--- src/rtl/e203_icb_sram_resp_if.sv ---
// ICB command/response bundle between the LSU data path and the SRAM responder.
// master drives commands and rsp_ready; slave drives cmd_ready and the response.
interface e203_icb_sram_resp_if #(
  parameter int AW = 32
);
  logic          icb_cmd_valid;
  logic          icb_cmd_ready;
  logic [AW-1:0] icb_cmd_addr;
  logic          icb_cmd_read;
  logic [31:0]   icb_cmd_wdata;
  logic [3:0]    icb_cmd_wmask;
  logic [1:0]    icb_cmd_size;
  logic          icb_cmd_excl;
  logic          icb_rsp_valid;
  logic          icb_rsp_ready;
  logic          icb_rsp_err;
  logic          icb_rsp_excl_ok;
  logic [31:0]   icb_rsp_rdata;

  modport master (
    output icb_cmd_valid, icb_cmd_addr, icb_cmd_read, icb_cmd_wdata,
           icb_cmd_wmask, icb_cmd_size, icb_cmd_excl, icb_rsp_ready,
    input  icb_cmd_ready, icb_rsp_valid, icb_rsp_err, icb_rsp_excl_ok,
           icb_rsp_rdata
  );

  modport slave (
    input  icb_cmd_valid, icb_cmd_addr, icb_cmd_read, icb_cmd_wdata,
           icb_cmd_wmask, icb_cmd_size, icb_cmd_excl, icb_rsp_ready,
    output icb_cmd_ready, icb_rsp_valid, icb_rsp_err, icb_rsp_excl_ok,
           icb_rsp_rdata
  );
endinterface

--- src/rtl/e203_icb_sram_resp.sv ---
// ICB responder for a 1-cycle-latency word SRAM: decode/align checks, 1-deep access stage, 3-entry in-order response queue.
// Latency: handshake in N -> response valid in N+2. Backpressure: cmd_ready drops once queue + in-flight reach 3. Optional E203_ICB_SRAM_EXCL_EN adds an exclusive monitor.
module e203_icb_sram_resp #(
  parameter int            AW     = 32,
  parameter int            RAM_AW = 12,
  parameter logic [AW-1:0] BASE   = 32'h9000_0000
) (
  input  logic                  clk,
  input  logic                  rst,
  e203_icb_sram_resp_if.slave   icb,
  output logic                  ram_cs,
  output logic                  ram_we,
  output logic [RAM_AW-1:0]     ram_addr,
  output logic [3:0]            ram_wem,
  output logic [31:0]           ram_din,
  input  logic [31:0]           ram_dout
);

  typedef struct packed {
    logic        err;
    logic        xok;
    logic [31:0] rdata;
  } rsp_ent_t;

  function automatic logic [1:0] ptr_inc(input logic [1:0] p);
    return (p == 2'd2) ? 2'd0 : p + 2'd1;
  endfunction

  logic [1:0] cnt;
  logic [1:0] wptr;
  logic [1:0] rptr;
  rsp_ent_t   q [3];
  rsp_ent_t   push_ent;

  logic p_vld, p_rd, p_err, p_xok;
  logic hsk, hit, mis, err, sup, xok, push, pop;

  // Space is reserved for the in-flight access, so a push never finds the queue full.
  assign icb.icb_cmd_ready = ~rst & (({1'b0, cnt} + {2'b00, p_vld}) < 3'd3);
  assign hsk = icb.icb_cmd_valid & icb.icb_cmd_ready;

  assign hit = (icb.icb_cmd_addr[AW-1:RAM_AW+2] == BASE[AW-1:RAM_AW+2]);
  assign mis = ((icb.icb_cmd_size == 2'b01) & icb.icb_cmd_addr[0])
             | ((icb.icb_cmd_size == 2'b10) & (|icb.icb_cmd_addr[1:0]))
             |  (icb.icb_cmd_size == 2'b11);
  assign err = ~hit | mis;

`ifdef E203_ICB_SRAM_EXCL_EN
  logic          resv_vld;
  logic [AW-3:0] resv_addr;
  logic          resv_hit;

  assign resv_hit = resv_vld & (resv_addr == icb.icb_cmd_addr[AW-1:2]);
  assign sup = icb.icb_cmd_excl & ~icb.icb_cmd_read & ~err & ~resv_hit;
  assign xok = icb.icb_cmd_excl & ~err & (icb.icb_cmd_read | resv_hit);

  always_ff @(posedge clk) begin
    if (rst) begin
      resv_vld  <= 1'b0;
      resv_addr <= '0;
    end else if (hsk & ~err) begin
      if (icb.icb_cmd_excl & icb.icb_cmd_read) begin
        resv_vld  <= 1'b1;
        resv_addr <= icb.icb_cmd_addr[AW-1:2];
      end else if (~icb.icb_cmd_read & (icb.icb_cmd_excl | resv_hit)) begin
        resv_vld  <= 1'b0;
      end
    end
  end
`else
  logic unused_excl;
  assign unused_excl = icb.icb_cmd_excl;
  assign sup = 1'b0;
  assign xok = 1'b0;
`endif

  assign ram_cs   = hsk & ~err & ~sup;
  assign ram_we   = ram_cs & ~icb.icb_cmd_read;
  assign ram_addr = icb.icb_cmd_addr[RAM_AW+1:2];
  assign ram_wem  = icb.icb_cmd_wmask;
  assign ram_din  = icb.icb_cmd_wdata;

  always_ff @(posedge clk) begin
    if (rst) begin
      p_vld <= 1'b0;
      p_rd  <= 1'b0;
      p_err <= 1'b0;
      p_xok <= 1'b0;
    end else begin
      p_vld <= hsk;
      if (hsk) begin
        p_rd  <= icb.icb_cmd_read;
        p_err <= err;
        p_xok <= xok;
      end
    end
  end

  always_comb begin
    push_ent       = '0;
    push_ent.err   = p_err;
    push_ent.xok   = p_xok;
    push_ent.rdata = (p_rd & ~p_err) ? ram_dout : 32'h0;
  end

  assign push = p_vld;
  assign pop  = icb.icb_rsp_valid & icb.icb_rsp_ready;

  always_ff @(posedge clk) begin
    if (rst) begin
      cnt  <= 2'd0;
      wptr <= 2'd0;
      rptr <= 2'd0;
    end else begin
      if (push) begin
        q[wptr] <= push_ent;
        wptr    <= ptr_inc(wptr);
      end
      if (pop) rptr <= ptr_inc(rptr);
      case ({push, pop})
        2'b10:   cnt <= cnt + 2'd1;
        2'b01:   cnt <= cnt - 2'd1;
        default: cnt <= cnt;
      endcase
    end
  end

  // Head fields are masked so stale entries never show on an idle bus.
  assign icb.icb_rsp_valid   = (cnt != 2'd0);
  assign icb.icb_rsp_err     = icb.icb_rsp_valid & q[rptr].err;
  assign icb.icb_rsp_excl_ok = icb.icb_rsp_valid & q[rptr].xok;
  assign icb.icb_rsp_rdata   = icb.icb_rsp_valid ? q[rptr].rdata : 32'h0;

endmodule

--- src/flat_wrapper.sv ---
// flat-port wrapper written by rule: the top's interface ports become plain ports
module e203_icb_sram_resp_flat 
#(
  parameter int            AW     = 32,
  parameter int            RAM_AW = 12,
  parameter logic [AW-1:0] BASE   = 32'h9000_0000
)
  (clk, rst, ram_cs, ram_we, ram_addr, ram_wem, ram_din, ram_dout, icb_icb_cmd_valid, icb_icb_cmd_addr, icb_icb_cmd_read, icb_icb_cmd_wdata, icb_icb_cmd_wmask, icb_icb_cmd_size, icb_icb_cmd_excl, icb_icb_rsp_ready, icb_icb_cmd_ready, icb_icb_rsp_valid, icb_icb_rsp_err, icb_icb_rsp_excl_ok, icb_icb_rsp_rdata);
  e203_icb_sram_resp_if #(.AW(AW)) icb_i ();
  input  logic clk;
  input  logic rst;
  output logic ram_cs;
  output logic ram_we;
  output logic [RAM_AW-1:0] ram_addr;
  output logic [3:0] ram_wem;
  output logic [31:0] ram_din;
  input  logic [31:0] ram_dout;
  input wire logic [$bits(icb_i.icb_cmd_valid)-1:0] icb_icb_cmd_valid;
  input wire logic [$bits(icb_i.icb_cmd_addr)-1:0] icb_icb_cmd_addr;
  input wire logic [$bits(icb_i.icb_cmd_read)-1:0] icb_icb_cmd_read;
  input wire logic [$bits(icb_i.icb_cmd_wdata)-1:0] icb_icb_cmd_wdata;
  input wire logic [$bits(icb_i.icb_cmd_wmask)-1:0] icb_icb_cmd_wmask;
  input wire logic [$bits(icb_i.icb_cmd_size)-1:0] icb_icb_cmd_size;
  input wire logic [$bits(icb_i.icb_cmd_excl)-1:0] icb_icb_cmd_excl;
  input wire logic [$bits(icb_i.icb_rsp_ready)-1:0] icb_icb_rsp_ready;
  output wire logic [$bits(icb_i.icb_cmd_ready)-1:0] icb_icb_cmd_ready;
  output wire logic [$bits(icb_i.icb_rsp_valid)-1:0] icb_icb_rsp_valid;
  output wire logic [$bits(icb_i.icb_rsp_err)-1:0] icb_icb_rsp_err;
  output wire logic [$bits(icb_i.icb_rsp_excl_ok)-1:0] icb_icb_rsp_excl_ok;
  output wire logic [$bits(icb_i.icb_rsp_rdata)-1:0] icb_icb_rsp_rdata;
  assign icb_i.icb_cmd_valid = icb_icb_cmd_valid;
  assign icb_i.icb_cmd_addr = icb_icb_cmd_addr;
  assign icb_i.icb_cmd_read = icb_icb_cmd_read;
  assign icb_i.icb_cmd_wdata = icb_icb_cmd_wdata;
  assign icb_i.icb_cmd_wmask = icb_icb_cmd_wmask;
  assign icb_i.icb_cmd_size = icb_icb_cmd_size;
  assign icb_i.icb_cmd_excl = icb_icb_cmd_excl;
  assign icb_i.icb_rsp_ready = icb_icb_rsp_ready;
  assign icb_icb_cmd_ready = icb_i.icb_cmd_ready;
  assign icb_icb_rsp_valid = icb_i.icb_rsp_valid;
  assign icb_icb_rsp_err = icb_i.icb_rsp_err;
  assign icb_icb_rsp_excl_ok = icb_i.icb_rsp_excl_ok;
  assign icb_icb_rsp_rdata = icb_i.icb_rsp_rdata;
  e203_icb_sram_resp #(.AW(AW), .RAM_AW(RAM_AW), .BASE(BASE)) u_core (.clk(clk), .rst(rst), .icb(icb_i), .ram_cs(ram_cs), .ram_we(ram_we), .ram_addr(ram_addr), .ram_wem(ram_wem), .ram_din(ram_din), .ram_dout(ram_dout));
endmodule
--- config.mk ---
export PLATFORM = sky130hd
export DESIGN_NAME = e203_icb_sram_resp_flat
export DESIGN_NICKNAME = d
export VERILOG_FILES = /design/src/rtl/e203_icb_sram_resp_if.sv /design/src/rtl/e203_icb_sram_resp.sv /design/src/flat_wrapper.sv
export SDC_FILE = /design/constraint.sdc
export NUM_CORES = 1
export LEC_CHECK = 0
export CORE_UTILIZATION = 27
export CTS_BUF_LIST = sky130_fd_sc_hd__clkbuf_16
export CTS_CLUSTER_SIZE = 10
export DETAILED_ROUTE_END_ITERATION = 6
export GPL_TIMING_DRIVEN = 0
export PLACE_DENSITY_LB_ADDON = 0.08
export SLEW_MARGIN = 25
export SYNTH_ARGS = -nofsm -noshare
export SYNTH_HDL_FRONTEND = slang
export SYNTH_SLANG_ARGS = --single-unit
--- constraint.sdc ---
create_clock -name clk -period 11.4 [get_ports clk]
set_input_delay 2.85 -clock clk [delete_from_list [all_inputs] [get_ports clk]]
set_output_delay 2.85 -clock clk [all_outputs]
set_load 0.02 [all_outputs]
==> results of run 1 <==
==> path summary, 6_finish.rpt <==
path                     endpoint  cells after the start  slack, ns
setup / recovery           ram_we                      6       3.77
hold / removal        u_core.p_rd                      2       0.46
setup reg to reg  u_core.q[2][12]                      4       9.41
hold reg to reg       u_core.p_rd                      2       0.46
==> cell families (layout without fill, tap and decap cells) <==
family                     Yosys count  in the layout  share of synthesized area, %
and+or+nand+nor                    130            130                         12.95
DFF                                110            110                         64.94
buffers and inverters               71            243                         9.415
AOI/OAI and AO/OA                   44             44                         4.784
muxes                               33             33                         6.718
adders and majority gates            3              3                        0.7634
xor gates and xnor gates             2              2                        0.3563
other                                1              1                       0.07626
==> power groups by stage <==
stage               Sequential [uW]  Combinational, uW  Clock (uW)
finish                          462                420         285
global route                    464                458         310
CTS                             462                431         296
detailed placement              471                430           0
global placement                472                421           0
floorplan                       469                237           0
==> stage by stage <==
step / setup WS, ns / area, sq um / util [%]
2_1_floorplan: 4.267 / 4917 / -
3_3_place_gp: 3.085 / 6620 / 37.75
3_5_place_dp: 3.779 / 6744 / 38.46
4_1_cts: 3.761 / 7013 / 39.99
5_1_grt: 3.603 / 7013 / 39.99
6_report: 3.771 / 7013 / 39.99
==> layout by cell type, fill, tap and decap left out, types with 2 or more instances in the layout <==
cell type	instances
clkinvlp_4	2
edfxtp_1	99
nor2b_1	2
clkdlybuf4s50_1	142
clkinv_4	2
inv_1	4
nor2_1	75
a21oi_1	41
ha_1	3
mux2i_1	33
inv_2	2
buf_4	62
nor4_1	3
nand3_1	2
and2_1	32
nor3b_2	2
dfxtp_1	11
buf_2	4
clkbuf_16	9
nor3_1	4
nand2_1	3
clkbuf_1	12
buf_6	2
==> flip-flops by register name, indices dropped and copies added (netlist names), named ones only <==
register	cells
u_core.wptr	2
u_core.p_vld	1
u_core.cnt	2
u_core.p_err	1
u_core.p_rd	1
u_core.q	99
u_core.rptr	2
==> routing by layer <==
metal | wire length (um) | part of all wire (%) | GRT usage (%)
met1 | 4615 | 39 | 14.05
met2 | 6025 | 52 | 23.85
met3 | 945 | 8.1 | 3.667
met4 | 97 | 0.83 | 3.846
met5 | 0 | 0 | 0
==> worst max-delay path: cells and delay by family <==
kind | cells | cell delay, ns
simple gates | 4 | 0.89
buf+inv | 2 | 1.03
==> layout make-up <==
type | count | area, sq um
buffer | 67 | 447.9
clock buffer | 9 | 225.2
clock inverter | 7 | 43.79
fill | 1709 | 10520
inverter | 4 | 15.01
multi-input combinational | 213 | 1276
sequential | 110 | 3193
tap | 225 | 281.5
timing repair buffer | 156 | 1530
==> qor_table.md, run 1 <==
| Item | Value | Unit |
|:---|:---|:---|
| Run status | finished, final reports clean | - |
| F_max | 131.1 | MHz |
| Via count of the first global-routing pass | 3402 | - |
| Final WL | 11680 | um |
| Antenna violations before repair | 0 | - |
| Fraction of synthesized cell area taken by the top area cell type | 60.46 | % |
| Total internal power | 792.5 | uW |
| Number of core rows | 48 | - |
| Vias per std cell | 4.225 | - |
| Launch point of the worst path | icb_icb_cmd_addr[19] | - |
| Post-synth EDFFs | 99 | - |
| CP startpoint kind | input pin | - |
| Total nets after synthesis | 505 | - |
| Relative contribution of combinational cells to total power | 36.0 | % |
| Quantity of I/O buffers inserted on ports | 142 | - |
| Netlist Area Pre-Place | 0.004917 | sq mm |
| Synth unique cells | 31 | - |
| DR DRC count | 0 | - |
| Share of the clock period used by the worst path after layout | 66.92 | % |
| Nets@finish | 672 | - |
| Critical register-to-register path startpoint | u_core.p_vld | - |
| I/O pin cnt | 194 | - |
| Number of buffers inserted for hold repair after clock tree synthesis | 0 | - |
| Biggest fanout along the worst timing path | 3 | - |
| Maximum count of clock buffers along a single path | 2 | - |
| Share of total power consumed by net switching | 32.11 | % |
| Weighted congestion at the end of routability-driven global placement | 0.6623 | - |
| Worst path cell trace | clkdlybuf4s50_1 -> nor4_1 -> nand2_1 -> nor4_4 -> nor2b_1 -> clkdlybuf4s50_1 | - |
| Share of cells above drive strength 1 | 15.72 | % |
| Share of synthesized area occupied by flip-flops and latches | 64.94 | % |
| Worst min-delay path startpoint | u_core.p_rd | - |
| Inserted Clock Buffers | 9 | - |
| Detail Route Antenna Nets | 0 | - |
| Growth of design area from synthesis to finish | 42.62 | % |
| First-pass GRT wire length | 17480 | um |
| Effective utilization at floorplan | 28.04 | % |
| Worst clock skew | 0.005189 | ns |
| Sort of element at the end of the critical path | output port | - |
| Most common cell in the netlist | edfxtp_1 | - |
| Post-route setup TNS | 0 | ns |
| Resized cells post-CTS | 0 | - |
| Count of maximum capacitance violations | 0 | - |
| Total setup buffers inserted after CTS | 0 | - |
| Cell Pwr Density | 166.5 | mW/mm^2 |
| Vertical die dimension | 137.0 | um |
| Top FF cell, synth | edfxtp_1 | - |
| Cell count after placement | 775 | - |
| Most area-consuming cells after synthesis | edfxtp_1, buf_4, mux2i_1 | - |
| Rel. slew slack | 53.31 | % |
| Post-DR wirelength/cell | 14.77 | um |
| Floorplan Core Area | 0.01754 | sq mm |
| Antenna cell count | 0 | - |
| Worst Hold Margin | 0.4564 | ns |
| Number of pins exceeding their max-slew limit in the final report | 0 | - |
| Top cell by count, worst path | clkdlybuf4s50_1 | - |
| Clock power share | 24.5 | % |
| Fraction of registers with async set or reset after synthesis | 0 | % |
| Proportion of power drawn by flip-flops and latches | 39.6 | % |
| Clock latency of the later-clocked register in the worst-skew pair | 0.35 | ns |
| Detail Placement HPWL | 8521 | um |
| RSZ-0062 raised after global routing | no | - |
| Library cell occupying the most area in the post-synthesis netlist | edfxtp_1 | - |
| Arrival @ worst endpoint | 4.78 | ns |
| Total power after layout | 1167 | uW |
| Switching pwr | 374.8 | uW |
| Ranking of synthesized cells by instance count | edfxtp_1, nor2_1, buf_4, a21oi_1, mux2i_1 | - |
| Synth Warn # | 0 | - |
| DR iter-0 viols | 136 | - |
| Largest net degree at the start of global routing | 18 | - |
| Clock transition at path regs | 0.07 | ns |
| TritonCTS clock tree | built | - |
| Overall die area | 0.01876 | sq mm |
| Critical path start-end classification | input pin to output port | - |
| CTS HTree Levels | 3 | - |
| Final setup violation count | 0 | - |
| Static power due to leakage | 0.002565 | uW |
| Flip-flop and latch count after synthesis | 110 | - |
| Width of the chip | 137.0 | um |
| Number of instances in the synthesized netlist | 394 | - |
| Total iterations of the first detailed-routing run | 4 | - |
| Total congestion overflow | 0 | - |
| Final Hold Violating Endpoints | 0 | - |
| Endpoint required time on the critical path | 8.55 | ns |
| Clk sinks | 110 | - |
| Tmin final | 7.629 | ns |
| Syn avg cell area | 12.48 | sq um |
| Slew @ Worst Pin | 0.6972 | ns |
| Longest individual stage delay on the worst path | 0.62 | ns |
| Type of the most critical hold path | flop to flop | - |
| Final cell count without fillers | 791 | - |
| Cell with the largest stage delay on the worst path | clkdlybuf4s50_1 | - |
| Overall routing resource usage | 12.86 | % |
| Overall via count from detail_route | 3342 | - |
| Clock Root Buffer | clkbuf_16 | - |
| IR Drop Worst-Case VDD | 88.48 | uV |
Note: power is estimated with default switching activity, not from simulation.
==> inputs of run 2 (changes only) <==
==> constraint.sdc (replaced) <==
create_clock -name clk -period 6.5 [get_ports clk]
set_input_delay 1.625 -clock clk [delete_from_list [all_inputs] [get_ports clk]]
set_output_delay 1.625 -clock clk [all_outputs]
set_load 0.02 [all_outputs]
==> results of run 2 <==
The final DEF is identical to that of run 1. Status: finished, final reports clean.
Main changes from that run: setup slack after placement 3.779 ns -> 1.329 ns; setup slack after layout 3.771 ns -> 1.321 ns; register-to-register setup slack 9.41 ns -> 4.51 ns; total power 1167 uW -> 2047 uW; worst IR drop on VDD 88.48 uV -> 155.2 uV
